**src/rtl/apb_pkg.sv**
```systemverilog
// Shared APB definitions: requester FSM states, PPROT bit positions and the
// response record returned to the command initiator.
package apb_pkg;

    typedef enum logic [1:0] {
        ST_IDLE   = 2'd0,
        ST_SETUP  = 2'd1,
        ST_ACCESS = 2'd2
    } apb_state_e;

    localparam int PPROT_PRIV   = 0;
    localparam int PPROT_NONSEC = 1;
    localparam int PPROT_INSTR  = 2;

    // rdata is sized for the widest supported bus (32 bits)
    typedef struct packed {
        logic [31:0] rdata;
        logic        err;
        logic        timeout;
    } apb_rsp_t;

endpackage

```
**src/rtl/apb_master_wait_timer.sv**
```systemverilog
// Saturating ACCESS wait-cycle counter; last_wait flags that one more wait
// cycle would reach LIMIT.
module apb_master_wait_timer #(
    parameter int LIMIT = 255
) (
    input  logic pclk,
    input  logic presetn,
    input  logic clear,
    input  logic inc,
    output logic last_wait
);

    localparam int CW = $clog2(LIMIT + 1);

    logic [CW-1:0] count;

    always_ff @(posedge pclk) begin
        if (!presetn || clear) begin
            count <= '0;
        end else if (inc && count != CW'(LIMIT)) begin
            count <= count + 1'b1;
        end
    end

    assign last_wait = (count >= CW'(LIMIT - 1));

endmodule

```
**src/rtl/apb_master.sv**
```systemverilog
// APB4/APB5 requester: valid/ready command stream in, one registered response
// per command out. Define APB_MASTER_TIMEOUT_EN to enable the wait-state abort.
module apb_master
    import apb_pkg::*;
#(
    parameter int ADDR_WIDTH     = 16,
    parameter int DATA_WIDTH     = 32,
    parameter int TIMEOUT_CYCLES = 255
) (
    input  logic                    pclk,
    input  logic                    presetn,
    input  logic                    cmd_valid,
    output logic                    cmd_ready,
    input  logic                    cmd_write,
    input  logic [ADDR_WIDTH-1:0]   cmd_addr,
    input  logic [DATA_WIDTH-1:0]   cmd_wdata,
    input  logic [DATA_WIDTH/8-1:0] cmd_strb,
    input  logic [2:0]              cmd_prot,
    input  logic                    cmd_nse,
    output logic                    rsp_valid,
    output logic [DATA_WIDTH-1:0]   rsp_rdata,
    output logic                    rsp_err,
    output logic                    rsp_timeout,
    output logic [ADDR_WIDTH-1:0]   paddr,
    output logic [2:0]              pprot,
    output logic                    pnse,
    output logic                    pwrite,
    output logic [DATA_WIDTH-1:0]   pwdata,
    output logic [DATA_WIDTH/8-1:0] pstrb,
    output logic                    psel,
    output logic                    penable,
    output logic                    pwakeup,
    input  logic                    pready,
    input  logic [DATA_WIDTH-1:0]   prdata,
    input  logic                    pslverr,
    output logic [1:0]              state_dbg
);

    // Command handshake: a command transfers on any edge where
    // cmd_valid && cmd_ready; cmd_ready is high in IDLE and in the ACCESS
    // cycle that completes (pready=1), allowing back-to-back SETUP.
    apb_state_e state;
    apb_rsp_t   rsp_q;
    logic       run_q;
    logic       accept;
    logic       done;
    logic       timeout_hit;

    assign done      = (state == ST_ACCESS) && pready;
    assign cmd_ready = run_q && ((state == ST_IDLE) || done);
    assign accept    = cmd_valid && cmd_ready;
    assign pwakeup   = psel | cmd_valid;
    assign state_dbg = state;

    assign rsp_rdata   = rsp_q.rdata[DATA_WIDTH-1:0];
    assign rsp_err     = rsp_q.err;
    assign rsp_timeout = rsp_q.timeout;

`ifdef APB_MASTER_TIMEOUT_EN
    logic last_wait;

    apb_master_wait_timer #(.LIMIT(TIMEOUT_CYCLES)) u_wait_timer (
        .pclk      (pclk),
        .presetn   (presetn),
        .clear     (state != ST_ACCESS),
        .inc       ((state == ST_ACCESS) && !pready),
        .last_wait (last_wait)
    );

    assign timeout_hit = (state == ST_ACCESS) && !pready && last_wait;
`else
    // No abort without the timer; the limit only matters when it is built in
    assign timeout_hit = 1'b0 & (TIMEOUT_CYCLES != 0);
`endif

    always_ff @(posedge pclk) begin
        if (!presetn) begin
            paddr  <= '0;
            pprot  <= '0;
            pnse   <= 1'b0;
            pwrite <= 1'b0;
            pwdata <= '0;
            pstrb  <= '0;
        end else if (accept) begin
            paddr  <= cmd_addr;
            pprot  <= cmd_prot;
            pnse   <= cmd_nse;
            pwrite <= cmd_write;
            if (cmd_write) pwdata <= cmd_wdata;
            pstrb  <= cmd_write ? cmd_strb : '0;
        end
    end

    always_ff @(posedge pclk) begin
        if (!presetn) begin
            state     <= ST_IDLE;
            run_q     <= 1'b0;
            psel      <= 1'b0;
            penable   <= 1'b0;
            rsp_valid <= 1'b0;
            rsp_q     <= '0;
        end else begin
            run_q     <= 1'b1;
            rsp_valid <= 1'b0;
            case (state)
                ST_IDLE: begin
                    if (accept) begin
                        state <= ST_SETUP;
                        psel  <= 1'b1;
                    end
                end
                ST_SETUP: begin
                    state   <= ST_ACCESS;
                    penable <= 1'b1;
                end
                ST_ACCESS: begin
                    if (pready) begin
                        rsp_valid     <= 1'b1;
                        rsp_q.err     <= pslverr;
                        rsp_q.timeout <= 1'b0;
                        rsp_q.rdata   <= pwrite ? 32'd0 : 32'(prdata);
                        penable       <= 1'b0;
                        if (accept) begin
                            state <= ST_SETUP;
                        end else begin
                            state <= ST_IDLE;
                            psel  <= 1'b0;
                        end
                    end else if (timeout_hit) begin
                        rsp_valid     <= 1'b1;
                        rsp_q.err     <= 1'b1;
                        rsp_q.timeout <= 1'b1;
                        rsp_q.rdata   <= 32'd0;
                        penable       <= 1'b0;
                        psel          <= 1'b0;
                        state         <= ST_IDLE;
                    end
                end
                default: begin
                    state   <= ST_IDLE;
                    psel    <= 1'b0;
                    penable <= 1'b0;
                end
            endcase
        end
    end

endmodule

```
**config.mk**
```make
export PLATFORM = sky130hd
export DESIGN_NAME = apb_master
export DESIGN_NICKNAME = d
export VERILOG_FILES = /design/src/rtl/apb_pkg.sv /design/src/rtl/apb_master_wait_timer.sv /design/src/rtl/apb_master.sv
export SDC_FILE = /design/constraint.sdc
export NUM_CORES = 1
export LEC_CHECK = 0
export BUFFER_PORTS_ARGS = -buffer_cell sky130_fd_sc_hd__buf_2
export CAP_MARGIN = 10
export CORE_UTILIZATION = 40
export CTS_BUF_LIST = sky130_fd_sc_hd__clkbuf_4 sky130_fd_sc_hd__clkbuf_8
export CTS_CLUSTER_SIZE = 20
export DETAILED_ROUTE_END_ITERATION = 6
export PLACE_DENSITY_LB_ADDON = 0.15
export REMOVE_ABC_BUFFERS = 1
export SYNTH_ARGS = -nofsm -noshare
export SYNTH_HDL_FRONTEND = slang
export SYNTH_SLANG_ARGS = --single-unit
```
**constraint.sdc**
```tcl
create_clock -name pclk -period 4.3 [get_ports pclk]
set_clock_uncertainty 0.1 [all_clocks]
set_input_delay 0.43 -clock pclk [delete_from_list [all_inputs] [get_ports pclk]]
set_output_delay 0.43 -clock pclk [all_outputs]
set_load 0.05 [all_outputs]
```
Word-level counts from Yosys, hierarchy flattened

Index checks and enable logic that the tools add are counted.

Output and inout bits: 98
Word-level logic and storage cells: 46
Bits in registers: 96

Reduce and logical (&&, ||, !) cells: 11
Bitwise gates (word level): 3
Mux-type cells: 14
Equality and inequality tests: 5

Operators with widths:

| kind                                                                   | count |
|---|---|
| 32-bit 2-to-1 mux                                                      | 1 |
| 2-bit AND reduction                                                    | 5 |
| 1-bit 2-to-1 mux                                                       | 7 |
| 2-bit inequality test (second input constant)                          | 3 |
| 1-bit case mux with 3 select lines                                     | 2 |
| 2-bit case mux with 3 select lines                                     | 1 |
| 2-bit 2-to-1 mux                                                       | 2 |
| 4-bit 2-to-1 mux                                                       | 1 |
| 4-bit AND reduction                                                    | 1 |
| 1-bit logical AND                                                      | 3 |
| 2-bit by 1-bit equality test with 1-bit output (second input constant) | 1 |
| 2-bit equality test (second input constant)                            | 1 |
| 2-bit logical NOT                                                      | 1 |
| 1-bit inverter                                                         | 2 |
| 1-bit logical OR                                                       | 1 |
| 1-bit bitwise OR                                                       | 1 |

Logic depth before layout (Yosys ltp)

Gate-level depths: netlist of the first run.

Depth after elaboration: 8
Gate-level depth with buffers: 6

Least setup slack after synthesis of the first run

OpenSTA, ideal clock, no wires.

Path type: reg2out
Start: reg state[0] (netlist: state_dbg[0])
End: out cmd_ready
Cell stages (with the launch flop): 3
Path buffers: 1
Arrival time: 1.896 ns
Required time: 3.770 ns
Slack: 1.874 ns
Cell sequence: dfxtp_1 > buf_2 > nor3b_1

Word-level cells in the longest chain between the ends: 4

RTL lines:

| what                   | line              | RTL |
|---|---|---|
| from (decl)            | apb_master.sv:42  | `apb_state_e state;` |
| from (signal assigned) | apb_master.sv:96  | `state <= ST_IDLE;` |
| from (signal assigned) | apb_master.sv:108 | `state <= ST_SETUP;` |
| from (signal assigned) | apb_master.sv:113 | `state <= ST_ACCESS;` |
| 2-bit equality test    | apb_master.sv:49  | `assign done = (state == ST_ACCESS) && pready;` |
| 1-bit logical AND      | apb_master.sv:49  |  |
| 1-bit logical OR *     | apb_master.sv:50  | `assign cmd_ready = run_q && ((state == ST_IDLE) \|\| done);` |
| 1-bit logical AND *    | apb_master.sv:50  |  |
| to (decl)              | apb_master.sv:13  | `output logic cmd_ready,` |

Mark *: on every way between the ends. The rest lies on a longest branch, timed or not.

Worst setup path in the final report of the first run

Start: reg state[0] (netlist: state_dbg[0])
End: reg rsp_q (netlist bit rsp_rdata[13])

Word-level cells in the longest chain between the ends: 2

RTL lines:

| what                          | line              | RTL |
|---|---|---|
| 2-bit equality test           | apb_master.sv:105 | `case (state)` |
| 2-bit AND reduction (no line) | --                |  |
| to (decl)                     | apb_master.sv:43  | `apb_rsp_t rsp_q;` |

No other way between the ends.
A chain may end at the register's enable or synchronous reset.

==> impl_results.md, run 1 <==
- Fin. Hold Viols: 0
- P&R area growth vs syn: 31.8%
- CP Launch Type: flip-flop
- Hold WC Path Type: in2reg
- Fin crit share: 49.3%
- Postcts setup bufs: 0
- EDFF count, synth: 0
- Pin count of the biggest net entering global routing: 88
- Worst Path Required: 4.48 ns
- Total die area: 9330 sq um
- PortBufs: 190
- Root buffer cell: clkbuf_8
- Unrepaired setup endpoints after global routing: false
- Worst R2R Path Depth: 3
- Vias: 3004
- Core ar.: 8680 sq um
- Syn_area_per_cell: 10.2 sq um
- Number of cell rows: 34
- Remaining routing DRC violations: 0
- Yosys cell types: 26
- Number of vias per cell: 4.69
- Minimum clock period: 2.12 ns
- Post-CTS Hold Buffers: 0
- # diodes: 0
- GPL Wtd Cong: 0.692
- Initial antenna violation count: 0
- Max_cap viols: 0
- # setup viols final: 0
- Slew margin rel.: 24.0%
- Min-Delay Startpoint: prdata[31]
- Slew @ Worst Pin: 1.14 ns
- WS Path Type: reg2reg
- Routed wire length: 8.05 mm
- Hold path endpoint: rsp_rdata[31]
- Post-Syn Area: 3580 sq um
- Starting density of the core: 41.2%
- 1st-iter DRT viols: 58
- #FFs+latches synth: 96
- Clock latency on the worst-skew pair: 0.34 ns
- Wirelength per Cell: 12.6 microns
- Layout cells sized above 1: 40.3%
- PwrDens: 376 nW/um^2
- Ys Warns: 0
- Post-synth top flop: dfxtp_1
- Outcome: completed
- Vias in the first global route: 2565
- Ys async rst share: 0%
- Final core utilization: 54.4%
- CTS max path bufs: 2
- 1st-pass router iterations: 6
- Max Slew Vio Count: 0
- Gate Count Post-Synth: 352
- Cts bufs inserted: 9
- Start of the worst register-to-register path: state_dbg[0]
- GRT Total Usage: 15.9%
- Worst-path clk slew: 0.09 ns
- Routed Antenna Nets: 0
- Hold Crit Depth: 2
- CTS sink cnt: 96
- Register area share after synthesis: 53.7%
- Crit. End Element: flip-flop
- Reg-to-Reg End: rsp_rdata[13]
- Pleak: 2.32 nW
- # resized after CTS: 0
- Gr ovfl total: 0
- Crit path max fanout: 32
- First-pass GRT wire length: 11.5 mm
- Setup_tns: 0 ns
- Max Fclk: 472 MHz
- IO Count: 192
- Nets: 623
- Die H: 96.6 microns
- Worst Path Arrival: 2.30 ns
- CTS tree: done
- Internal reg-to-reg setup slack: 2.18 ns
- Die width: 96.6 microns
- Max VDD drop: 0.160 mV
- DP HPWL: 5.64 mm
- H-tree depth: 3
==> synthesized netlist by cell type (2+ instances only) <==
cell / number / area share (%)
nand2b_1: 2 / 0.35
nand3_1: 4 / 0.56
buf_6: 8 / 2.5
mux2i_1: 59 / 17
dfxtp_1: 96 / 54
buf_2: 4 / 0.56
a22o_1: 32 / 7.8
nor2b_1: 3 / 0.52
nand2_1: 111 / 12
and2_1: 2 / 0.35
clkbuf_1: 13 / 1.4
buf_4: 4 / 0.84
==> power by group <==
group          total [mW]  switching (mW)  internal (mW)
combinational       0.268           0.183         0.0853
sequential          0.933          0.0155          0.917
clock               0.571           0.299          0.272
==> cells in the final DEF, fill, tap and decap left out, types with 2 or more instances in the layout <==
cell type   count
and2_1          2
mux2i_1        59
nand2b_1        2
clkinvlp_4      2
buf_2         189
dfxtp_1        96
buf_4           5
nand2_1       111
nand3_1         4
clkbuf_8        9
a22o_1         32
nor2b_1         2
==> flip-flops by register name, indices dropped and copies added (netlist names), 2 cells and up <==
register	cells
pwdata	32
rsp_rdata	32
paddr	16
pstrb	4
pprot	3
state_dbg	2
==> metrics by stage <==
step	setup WS [ns]	cell area [sq um]	cells	hold slack (ns)	power, mW
final	2.18	4720	641	0.189	1.77
after global placement	1.96	4520	625	0.339	1.22
after floorplan	0.518	3390	323	0.358	1.12
after detailed placement	1.89	4520	625	0.345	1.22
after CTS	2.12	4710	640	0.169	1.80
after global routing	1.99	4720	641	0.181	1.85
==> how the worst max path moves through the flow <==
stage,to,from
after floorplan,paddr[0],state_dbg[1]
after global placement,rsp_rdata[24],presetn
after detailed placement,rsp_rdata[19],presetn
after CTS,rsp_rdata[19],state_dbg[0]
after global routing,rsp_rdata[30],state_dbg[0]
final,rsp_rdata[13],state_dbg[0]
==> worst max-delay path, cell delays in order, from the launching register on <==
cell and delay, ns:
dfxtp_1 0.57, nand3b_1 0.20, and2_1 0.90, a22o_1 0.28
==> final cells by class <==
type | instances | area, sq um
fill | 832 | 3960
sequential | 96 | 1920
multi-input combinational | 227 | 1480
timing repair buffer | 195 | 995
tap | 108 | 135
clock buffer | 10 | 131
clock inverter | 5 | 58.8
==> cells by family after synthesis <==
logic type             count (synthesis)  synth area share (%)
AOI/OAI and AO/OA                     37                  8.81
buffers and inverters                 29                  5.28
DFF                                   96                  53.7
muxes                                 59                  16.5
other                                  1                 0.105
and+or+nand+nor                      130                  15.6
==> per-layer routing <==
| metal | track usage, % | vias up | wire length [microns] |
|---|---|---|---|
| met3 | 5.09 | 7 | 744 |
| met2 | 27.6 | 110 | 3770 |
| met5 | 0 | - | 0 |
| li1 | - | 1529 | - |
| met1 | 18.0 | 1358 | 3470 |
| met4 | 6.25 | 0 | 67 |
No activity file was read; power rests on OpenSTA's default activity.
==> run 2: changes to the inputs <==
clock period = 1.7 ns   (was 4.3 ns; I/O delays follow)
==> run 2 against run 1 <==
Critical endpoint is now cmd_ready. Combinational power grew to 3.3 times the previous value. Register-to-register slack lost 2.0 ns. Via count grew 12%. Clock power increased to 2.9 times the previous value. Global-route usage grew 3.5 points. Core utilization grew 12 points. Largest cell class is now buffers.
==> impl_results.md, run 2 (synthesis results as in run 1) <==
- Routed wire length: 9.58 mm
- Wirelength per Cell: 13.0 microns
- 1st-pass router iterations: 4
- GPL Wtd Cong: 0.677
- Internal reg-to-reg setup slack: 0.17 ns
- Postcts setup bufs: 0
- Minimum clock period: 1.59 ns
- Max Fclk: 627 MHz
- CTS sink cnt: 96
- CP Launch Type: flip-flop
- Number of vias per cell: 4.57
- Met3 Usage GRT: 6.03%
- Critical Path End: cmd_ready
- Worst R2R Path Depth: 4
- Most used routing layer: met2
- Crit. End Element: primary output
- Vias in the first global route: 3054
- Total die area: 9330 sq um
- Number of cell rows: 34
- WS Path Type: reg2out
- Layout cells sized above 1: 34.9%
- P&R area growth vs syn: 60.0%
- Final WS setup: 0.105 ns
- Footprint of the multi-input gates: 1480 sq um
- Placed cell count: 629
- 1st-iter DRT viols: 76
- Worst Setup SP: state_dbg[0]
- Fin crit share: 93.8%
- Gr ovfl total: 0
- Pre-CTS WS: 0.207 ns
- # setup viols final: 0
- Commonest non-fill, non-tap cells in the layout: buf_2 (188), nand2_1 (111), dfxtp_1 (96)
- Cell Area, Placed: 4600 sq um
- Starting density of the core: 41.2%
- Worst Path Required: 1.43 ns
- Unrepaired setup endpoints after global routing: false
- Die H: 96.6 microns
- PwrDens: 854 nW/um^2
- Fillers: 702
- Cts bufs inserted: 9
- Outcome: completed
- Routed Antenna Nets: 0
- Post-route insts no fill: 735
- Remaining routing DRC violations: 0
- Pin count of the biggest net entering global routing: 108
- Reg-to-Reg End: pwdata[18]
- Worst-path clk slew: 0.09 ns
- DP HPWL: 5.70 mm
- H-tree depth: 3
- Met2 usage: 34.4%
- Most common cell after layout, fill and taps aside: buf_2
- Register area: 1920 sq um
- Max VDD drop: 0.514 mV
- CTS tree: done
- Pleak: 2.74 nW
- Core ar.: 8680 sq um
- GRT met1 Usage: 21.5%
- Nets: 716
- Max_cap viols: 0
- PortBufs: 190
- Initial antenna violation count: 0
- Hold WC Path Type: in2reg
- GRT Total Usage: 19.4%
- Max Slew Vio Count: 0
- Clock latency on the worst-skew pair: 0.34 ns
- Crit path max fanout: 9
- Worst Path Arrival: 1.32 ns
- Vias: 3358
- Design Area, Final: 5720 sq um
- Root buffer cell: clkbuf_8
- Fin. Hold Viols: 0
- # diodes: 0
- IO Count: 192
- Start of the worst register-to-register path: state_dbg[1]
- CTS max path bufs: 2
- Die width: 96.6 microns
- First-pass GRT wire length: 13.9 mm
## run 2: worst max-delay path, cell delays in order, from the launching register on
cell     delay (ns)
dfxtp_1        0.36
buf_4          0.18
nor3b_1        0.21
buf_4          0.23
## run 2: metal layers
| metal | routed length [microns] | part of all wire [%] |
|---|---|---|
| met5 | 0 | 0 |
| met4 | 145 | 1.5 |
| met3 | 720 | 7.5 |
| met2 | 4700 | 49 |
| met1 | 4010 | 42 |
## run 2: how the worst min path moves through the flow
stage | cells after the start | slack [ns] | startpoint | end
2_1_floorplan | 0 | 0.1 | presetn | run_q
3_3_place_gp | 2 | 0.28 | prdata[20] | rsp_rdata[20]
3_5_place_dp | 2 | 0.28 | prdata[19] | rsp_rdata[19]
4_1_cts | 3 | 0.01 | cmd_write | pstrb[0]
5_1_grt | 3 | 0.01 | cmd_write | pstrb[0]
6_report | 3 | 0.03 | cmd_write | pwrite
## run 2: power breakdown
part / switching (mW) / total (mW) / internal, mW
clock: 0.815 / 1.66 / 0.845
combinational: 0.506 / 0.871 / 0.365
sequential: 0.0378 / 2.36 / 2.32
total: 1.36 / 4.89 / 3.53
## run 2: final cells by class
class / count / share of cell area [%]
clock buffer: 9 / 2.16
timing repair buffer: 288 / 34.4
tap: 108 / 2.36
sequential: 96 / 33.6
clock inverter: 7 / 1.77
multi-input combinational: 227 / 25.8
## run 2: repair_timing
action                                 CTS  global route
endpoints found under the hold margin   90             0
resized for setup                        0             2
setup endpoints to repair                0             1
hold buffers                            90             0
## run 2: through the flow
| stage | power (mW) | hold WS, ns | setup TNS [ns] | utilization, % |
|---|---|---|---|---|
| final | 4.89 | 0.0292 | 0 | 66.0 |
| after global routing | 5.11 | 0.0124 | 0 | 66.0 |
| after CTS | 4.95 | 0.0145 | 0 | 65.9 |
| after detailed placement | 3.11 | 0.284 | 0 | 53.0 |
| after global placement | 3.10 | 0.280 | 0 | 53.0 |
| after floorplan | 2.84 | 0.0977 | -113.96 | - |
==> run 3: changes to the inputs <==
--- a/constraint.sdc
+++ b/constraint.sdc
@@ -3,3 +3,3 @@
 set_input_delay 0.17 -clock pclk [delete_from_list [all_inputs] [get_ports pclk]]
 set_output_delay 0.17 -clock pclk [all_outputs]
-set_load 0.05 [all_outputs]
+set_load 0.1 [all_outputs]
==> run 3 against run 2 <==
Largest power group unchanged. Total power up 3.6%. Clock-buffer cell count unchanged. Non-clock buffer count grew 1. Largest cell class unchanged. Global-route usage down 0.15 points. Hold slack improved by 0.070 ns. Sequential power hardly changed. Critical endpoint unchanged. Combinational power grew 34%. First-iteration DRC count shrank 7.9%. Flip-flop and latch count is the same.
==> impl_results.md, run 3 (synthesis results as in run 1) <==
- Outcome: completed
- CTS sink cnt: 96
- Start of the worst register-to-register path: state_dbg[1]
- Initial antenna violation count: 0
- Fillers: 707
- Combinational power share: 23.0%
- Internal reg-to-reg setup slack: 0.19 ns
- Max_cap viols: 0
- Unrepaired setup endpoints after global routing: false
- Die width: 96.6 microns
- Crit. End Element: primary output
- Core ar.: 8680 sq um
- GRT Total Usage: 19.3%
- Worst-path clk slew: 0.09 ns
- Starting density of the core: 41.2%
- Switching pwr: 1.67 mW
- Worst Path Arrival: 1.34 ns
- Number of cell rows: 34
- WS Path Type: reg2out
- P&R area growth vs syn: 60.2%
- Die H: 96.6 microns
- First-pass GRT wire length: 13.8 mm
- GPL Wtd Cong: 0.667
- Gr ovfl total: 0
- Final core utilization: 66.1%
- DP HPWL: 5.68 mm
- Pleak: 2.74 nW
- Remaining routing DRC violations: 0
- Max VDD drop: 0.415 mV
- Worst path max stage delay: 0.37 ns
- Hold path endpoint: rsp_valid
- Routed Antenna Nets: 0
- Number of vias per cell: 4.72
- Design Area, Final: 5730 sq um
- Max Fclk: 620 MHz
- 1st-iter DRT viols: 70
- # setup viols final: 0
- Most common cell after layout, fill and taps aside: buf_2
- CP Launch Type: flip-flop
- Hold WC Path Type: in2reg
- Worst Path Required: 1.43 ns
- Crit path max fanout: 8
- Fin crit share: 94.8%
- Sequential power share: 46.6%
- Wirelength per Cell: 13.3 microns
- Clock latency on the worst-skew pair: 0.36 ns
- Final WS setup: 0.0880 ns
- Hold Crit Depth: 2
- Clock Power Share: 30.4%
- Min-Delay Startpoint: pready
- Layout cells sized above 1: 35.2%
- Worst R2R Path Depth: 4
- Pre-CTS WS: 0.168 ns
- CTS max path bufs: 2
- Routed wire length: 9.79 mm
- Vias: 3475
- Switch share: 33.1%
- Cell Area, Placed: 4610 sq um
- Pin count of the biggest net entering global routing: 108
- Hold slack: 0.0990 ns
- Max Slew Vio Count: 0
- Commonest non-fill, non-tap cells in the layout: buf_2 (187), nand2_1 (111), dfxtp_1 (95)
- Nets: 717
- Cell Int Power: 3.39 mW
- Reg-to-Reg End: pwdata[27]
- CTS tree: done
- H-tree depth: 3
- Cts bufs inserted: 9
- PortBufs: 190
- 1st-pass router iterations: 4
- Vias in the first global route: 3080
- IO Count: 192
- Total die area: 9330 sq um
- Minimum clock period: 1.61 ns
- Worst Setup SP: state_dbg[0]
- Crit path cell chain: buf_4 > nor3b_2 > buf_12
- PwrDens: 883 nW/um^2
- Root buffer cell: clkbuf_8
- Critical-path top delay cell: dfxtp_2
- Fin. Hold Viols: 0
- # diodes: 0
==> run 3: cell type report <==
type	instances	area [sq um]	area share [%]
Tap cell	108	135	2.36
Multi-Input combinational cell	227	1480	25.8
Timing Repair Buffer	289	1990	34.7
Clock inverter	7	78.8	1.37
Clock buffer	9	124	2.16
Sequential cell	96	1920	33.5
==> run 3: what timing repair did <==
| action | 4_1_cts | 5_1_grt |
|---|---|---|
| hold buffers | 91 | 0 |
| resized for setup | 2 | 1 |
| hold endpoints to repair | 91 | 0 |
| endpoints found under the setup margin | 2 | 1 |
| setup buffers | 0 | 0 |
==> run 3: power groups by stage <==
| stage | Sequential [mW] | Combinational [mW] | Clock, mW |
|---|---|---|---|
| 2_1_floorplan | 2.93 | 0.206 | 0 |
| 3_5_place_dp | 2.41 | 0.996 | 0 |
| 6_report | 2.36 | 1.17 | 1.54 |
| 3_3_place_gp | 2.41 | 0.988 | 0 |
| 4_1_cts | 2.36 | 1.16 | 1.60 |
| 5_1_grt | 2.37 | 1.22 | 1.67 |
==> run 3: metal layers <==
metal	global-route usage (%)	vias to the layer above	wire length, microns
li1	-	1724	-
met1	20.5	1598	3980
met2	35.4	137	4890
met3	5.01	16	745
met4	8.58	0	182
met5	0	-	0
==> run 3: through the flow <==
stage / setup TNS (ns) / total power, mW / cells
5_1_grt: 0 / 5.26 / 736
3_5_place_dp: 0 / 3.41 / 629
3_3_place_gp: 0 / 3.39 / 629
4_1_cts: 0 / 5.12 / 736
2_1_floorplan: -140.73 / 3.13 / 323
6_report: 0 / 5.06 / 736
==> run 3: worst max-delay path by stage <==
stage | to | slack [ns] | depth (start not counted)
6_report | cmd_ready | 0.09 | 3
5_1_grt | cmd_ready | 0.04 | 3
4_1_cts | cmd_ready | 0.005 | 3
3_5_place_dp | pwdata[27] | 0.17 | 4
3_3_place_gp | rsp_rdata[10] | 0.25 | 4
2_1_floorplan | paddr[0] | -2.32 | 3
==> run 3: worst max-delay path: cells and delay by family (launching register included) <==
family        cells  cell delay (ns)
simple gates      1             0.24
buf+inv           2             0.37
flops             1             0.37
